[config.mk]
export PLATFORM = sky130hd
export DESIGN_NAME = upsample_line_sched
export DESIGN_NICKNAME = d
export VERILOG_FILES = /design/src/rtl/upsample_line_sched.sv
export SDC_FILE = /design/constraint.sdc
export NUM_CORES = 1
export LEC_CHECK = 0
export ABC_AREA = 0
export BUFFER_PORTS_ARGS = -buffer_cell sky130_fd_sc_hd__buf_2
export CORE_ASPECT_RATIO = 0.8
export CORE_UTILIZATION = 45
export CTS_BUF_LIST = sky130_fd_sc_hd__clkbuf_4
export DETAILED_ROUTE_END_ITERATION = 12
export PLACE_DENSITY = 0.78
export SLEW_MARGIN = 20
export SYNTH_ARGS = -nofsm -noshare
export SYNTH_HDL_FRONTEND = slang
export SYNTH_SLANG_ARGS = --single-unit
[constraint.sdc]
create_clock -name clk_out -period 9.7 [get_ports clk_out]
set_clock_uncertainty 0.15 [all_clocks]
set_input_delay 0.97 -clock clk_out [delete_from_list [all_inputs] [get_ports clk_out]]
set_output_delay 0.97 -clock clk_out [all_outputs]
set_load 0.05 [all_outputs]
[src/rtl/upsample_line_sched.sv]
// upsample_line_sched: line-slot scheduler with NUM/DEN vertical stepping for the 8-slot upsample line buffer
module upsample_line_sched #(
  parameter int SLOT_AW     = 11,
  parameter int V_NUM       = 2,
  parameter int V_DEN       = 5,
  parameter int PRIME_LINES = 2
) (
  input  logic               clk_out,
  input  logic               reset_n,
  input  logic               i_frame_start,
  input  logic               i_wr_line_done,
  input  logic               i_rd_line_start,
  output logic [2:0]         o_wr_slot,
  output logic [2:0]         o_rd_slot,
  output logic [SLOT_AW+2:0] o_wr_base,
  output logic [SLOT_AW+2:0] o_rd_base,
  output logic               o_rd_valid,
  output logic [3:0]         o_fill,
  output logic               o_overrun,
  output logic               o_underrun
);
  typedef enum logic [1:0] {IDLE, PRIME, RUN} state_t;
  state_t     r_state, w_state_nx;
  logic [2:0] r_wr_slot, r_rd_slot, w_wr_slot_nx, w_rd_slot_nx;
  logic [3:0] r_fill, w_fill_nx;
  logic [7:0] r_acc, w_acc_nx;
  logic       r_ovr, r_unr, w_ovr_nx, w_unr_nx;
  logic [8:0] w_sum;
  logic       w_wr, w_rd, w_step, w_rd_adv, w_ovr;
  // Next-state: frame restart wins; an overrun drops the oldest line so rd moves once and fill pins at 8
  always_comb begin
    w_sum        = {1'b0, r_acc} + 9'(V_NUM);
    w_wr         = i_wr_line_done && r_state != IDLE;
    w_rd         = i_rd_line_start && r_state == RUN;
    w_step       = w_rd && w_sum >= 9'(V_DEN);
    w_rd_adv     = w_step && r_fill >= 4'd2;
    w_ovr        = w_wr && r_fill == 4'd8;
    w_state_nx   = i_frame_start ? PRIME :
                   (r_state == PRIME && r_fill >= 4'(PRIME_LINES)) ? RUN : r_state;
    w_wr_slot_nx = i_frame_start ? 3'd0 : r_wr_slot + 3'(w_wr);
    w_rd_slot_nx = i_frame_start ? 3'd0 : r_rd_slot + 3'(w_ovr || w_rd_adv);
    w_fill_nx    = i_frame_start ? 4'd0 : w_ovr ? 4'd8 : r_fill + 4'(w_wr) - 4'(w_rd_adv);
    w_acc_nx     = i_frame_start ? 8'd0 : !w_rd ? r_acc :
                   w_step ? 8'(w_sum - 9'(V_DEN)) : w_sum[7:0];
    w_ovr_nx     = !i_frame_start && w_ovr;
    w_unr_nx     = !i_frame_start && w_step && !w_rd_adv;
  end
  // State register with synchronous active-low reset
  always_ff @(posedge clk_out) begin
    if (!reset_n) begin
      r_state   <= IDLE;
      r_wr_slot <= '0;
      r_rd_slot <= '0;
      r_fill    <= '0;
      r_acc     <= '0;
      r_ovr     <= 1'b0;
      r_unr     <= 1'b0;
    end else begin
      r_state   <= w_state_nx;
      r_wr_slot <= w_wr_slot_nx;
      r_rd_slot <= w_rd_slot_nx;
      r_fill    <= w_fill_nx;
      r_acc     <= w_acc_nx;
      r_ovr     <= w_ovr_nx;
      r_unr     <= w_unr_nx;
    end
  end
  assign o_wr_slot  = r_wr_slot;
  assign o_rd_slot  = r_rd_slot;
  assign o_wr_base  = {r_wr_slot, {SLOT_AW{1'b0}}};
  assign o_rd_base  = {r_rd_slot, {SLOT_AW{1'b0}}};
  assign o_rd_valid = r_state == RUN;
  assign o_fill     = r_fill;
  assign o_overrun  = r_ovr;
  assign o_underrun = r_unr;
endmodule

==> load_flow_metrics.sql <==
INSERT INTO impl_metrics (metric_group, metric, value, unit) VALUES
('run_status', 'status', 'completed', ''),
('detailed_routing', 'route.vias.total', '1249', ''),
('clock_network', 'cts-buffers-inserted', '3', ''),
('floorplan', 'start_util', '0.4726', ''),
('grt', 'grt_remaining_overflow', '0', ''),
('placed_design', 'buffer_ports.inserted', '23', ''),
('placed_design', 'placement.cell_area', '1627', 'um2'),
('placed_design', 'post-dp-hpwl', '2208', 'um'),
('yosys', 'synthDominantCellAreaShare', '0.2704', ''),
('grt', 'via_count_of_the_first_global_routing_pass', '1037', ''),
('finish', 'syn2layout_area_growth', '3.072', '%'),
('clock_network', 'holdBufCountCts', '0', ''),
('detailed_routing', 'post_drt_via_cell_ratio', '4.996', ''),
('yosys', 'netlist.top_cell.by_area', 'sky130_fd_sc_hd__dfxtp_1', ''),
('yosys', 'synth_seq_area_share', '0.2704', ''),
('yosys', 'ys_seq_elements', '22', ''),
('sta', 'final.period_utilization', '0.3642', ''),
('sta', 'worst_slew_pin_slew', '0.8773', 'ns'),
('sta', 'fin_tns_setup', '0', 'ns'),
('grt', 'grt_antenna_before_repair', '0', ''),
('setup_path', 'r2r_start', 'r_acc[1]', ''),
('setup_path', 'cp-startpoint', 'r_acc[1]', ''),
('clock_network', 'clock_tree_from_tritoncts', 'built', ''),
('yosys', 'yosys.cell_count.top_type', 'sky130_fd_sc_hd__buf_4', ''),
('yosys', 'synthesis.area', '1629', 'um2'),
('clock_network', 'cts.sink_count', '22', ''),
('floorplan', 'floorplan.die.width', '69.27', 'um'),
('hold_path', 'timing.hold.worst.start', 'r_acc[6]', ''),
('sta', 'setup_viol_count_final', '0', ''),
('setup_path', 'critical_path_required', '9.81', 'ns'),
('setup_path', 'worst-setup-path-type', 'reg -> reg', ''),
('yosys', 'syn-instance-count', '194', ''),
('finish', 'nets_final', '230', ''),
('yosys', 'postSynth.topFlopCell', 'sky130_fd_sc_hd__dfxtp_1', ''),
('floorplan', 'die_y', '55.82', 'um'),
('detailed_routing', 'route.detailed.drc', '0', ''),
('grt', 'grt_start_max_net_pins', '15', ''),
('yosys', 'ys_warns', '0', ''),
('yosys', 'most_frequent_cells_after_synthesis', 'sky130_fd_sc_hd__buf_4 (30), sky130_fd_sc_hd__dfxtp_1 (22), sky130_fd_sc_hd__ha_1 (15), sky130_fd_sc_hd__nor2_1 (15), sky130_fd_sc_hd__inv_1 (14)', ''),
('sta', 'final-max-slew-violation-count', '0', ''),
('detailed_routing', 'drt_iter0_markers', '45', ''),
('floorplan', 'area_of_the_die', '3866', 'um2'),
('clock_network', 'ctsLongestPathBuffers', '2', ''),
('yosys', 'postSynth.asyncResetShare', '0', ''),
('clock_network', 'post_cts_resized', '0', ''),
('setup_path', 'cp.arrival', '3.65', 'ns'),
('finish', 'drive_gt1_frac', '0.1538', ''),
('clock_network', 'cts_setup_buffers', '0', ''),
('clock_network', 'cts.reportedPaths.clkPinSlew', '0.13', 'ns'),
('floorplan', 'rows', '19', ''),
('detailed_routing', 'dr.pass1.iters', '5', ''),
('detailed_routing', 'avgRoutedWirePerCell', '11.29', 'um'),
('yosys', 'synthDistinctLibCells', '42', ''),
('clock_network', 'worstSkewPairLatency', '0.32', 'ns'),
('sta', 'finalCriticalPeriod', '3.533', 'ns'),
('pwr', 'totalPowerFinal', '188.5', 'uW'),
('job', 'timing.max_cap.violations', '0', ''),
('placed_design', 'post-place-cells', '246', ''),
('setup_path', 'critical_path_peak_fanout', '10', ''),
('clock_network', 'clock_tree.htree_level_count', '1', ''),
('sta', 'grt_setup_unrepaired', 'false', ''),
('setup_path', 'worstSetupEndpointType', 'flop', ''),
('floorplan', 'ios', '46', ''),
('finish', 'cell_area_after_layout', '1679', 'um2'),
('detailed_routing', 'wirelength', '2823', 'um'),
('setup_path', 'start_kind', 'flop', ''),
('floorplan', 'core_area', '3447', 'um2'),
('detailed_routing', 'drt.antenna.violating_nets', '0', ''),
('yosys', 'syn-mean-instance-area', '8.397', 'um2'),
('pwr', 'power_density', '112.3', 'nW/um2'),
('yosys', 'synth-edff-count', '0', '');
## per-layer routing
| metal | vias to the layer above | global-route usage | routed length (um) |
|---|---|---|---|
| li1 | 637 | - | - |
| met1 | 569 | 0.2135 | 1474 |
| met2 | 38 | 0.2275 | 1179 |
| met3 | 5 | 0.04348 | 134 |
| met4 | 0 | 0.04373 | 35 |
| met5 | - | 0 | 0 |
## path summary, 6_finish.rpt
check	endpoint	slack, ns	cells after the start
max	o_fill[2]	6.17	15
max reg2reg	o_fill[2]	6.17	15
min reg2reg	r_acc[6]	0.38	2
min	r_acc[6]	0.38	2
## layout make-up
class                      count  area [um2]
inverter                      14       52.55
clock buffer                   3       22.52
sequential                    22       440.4
timing repair buffer          23       115.1
multi-input combinational    145       965.9
clock inverter                 1       30.03
tap                           42       52.55
fill                         339        1768
## per-stage QoR
step                      setup WS, ns    util  hold slack [ns]
final                            6.167  0.4871           0.3772
after global placement           6.316  0.4719           0.3508
after CTS                        6.202  0.4871           0.3769
after global routing             5.924  0.4871           0.4118
after floorplan                  6.589       -           0.3204
after detailed placement         6.259  0.4719           0.3556
## critical path: stages, from the launching register on
cell	delay, ns
sky130_fd_sc_hd__dfxtp_1	0.52
sky130_fd_sc_hd__inv_1	0.13
sky130_fd_sc_hd__ha_1	0.22
sky130_fd_sc_hd__a21oi_1	0.25
sky130_fd_sc_hd__nand4_1	0.16
sky130_fd_sc_hd__a22oi_2	0.26
sky130_fd_sc_hd__a21boi_4	0.35
sky130_fd_sc_hd__nand2b_1	0.23
sky130_fd_sc_hd__nor2_1	0.06
sky130_fd_sc_hd__ha_1	0.27
sky130_fd_sc_hd__inv_1	0.06
sky130_fd_sc_hd__ha_1	0.16
sky130_fd_sc_hd__inv_1	0.05
sky130_fd_sc_hd__fa_1	0.37
sky130_fd_sc_hd__xor2_1	0.15
sky130_fd_sc_hd__nor2_1	0.10
## registers in the layout, summed over array words and instances, names as in the netlist
register    count
r_acc           8
o_fill          4
o_rd_slot       3
o_wr_slot       3
r_state         2
o_overrun       1
o_underrun      1
## where the power goes
part           internal (uW)  total (uW)  switching, uW
registers               91.0        91.6          0.588
clock network           41.8        70.5           28.7
logic                   2.52        26.4           23.9
total                    135         189           53.2
## kinds of logic (layout without fill, tap and decap cells)
kind of cell | count (synthesis) | count (layout) | share of synthesized area
AO/OA/AOI/OAI | 38 | 38 | 0.1728
XOR/XNOR | 9 | 9 | 0.04839
adder cells (fa/ha/maj) | 16 | 16 | 0.1275
buffers and inverters | 48 | 41 | 0.1851
flip-flops | 22 | 22 | 0.2704
multiplexers | 1 | 1 | 0.006145
other | 1 | 22 | 0.002302
AND/OR/NAND/NOR | 59 | 59 | 0.1874
## layout by cell type, fill, tap and decap left out, drive strengths merged, types with 2 or more instances in the layout
cell type,Yosys,layout
nand3,7,7
inv,14,14
nor2,15,15
nand2b,3,3
buf,33,23
nor4,5,5
nor2b,5,5
and3,3,3
dfxtp,22,22
clkbuf,1,3
o21a,3,3
and2,8,8
o21ai,11,11
nand2,9,9
a311oi,2,2
xor2,2,2
xnor2,7,7
conb,1,22
a21oi,7,7
o31ai,3,3
ha,15,15
o211a,2,2
o211ai,3,3
Note: power is estimated with default switching activity, not from simulation.
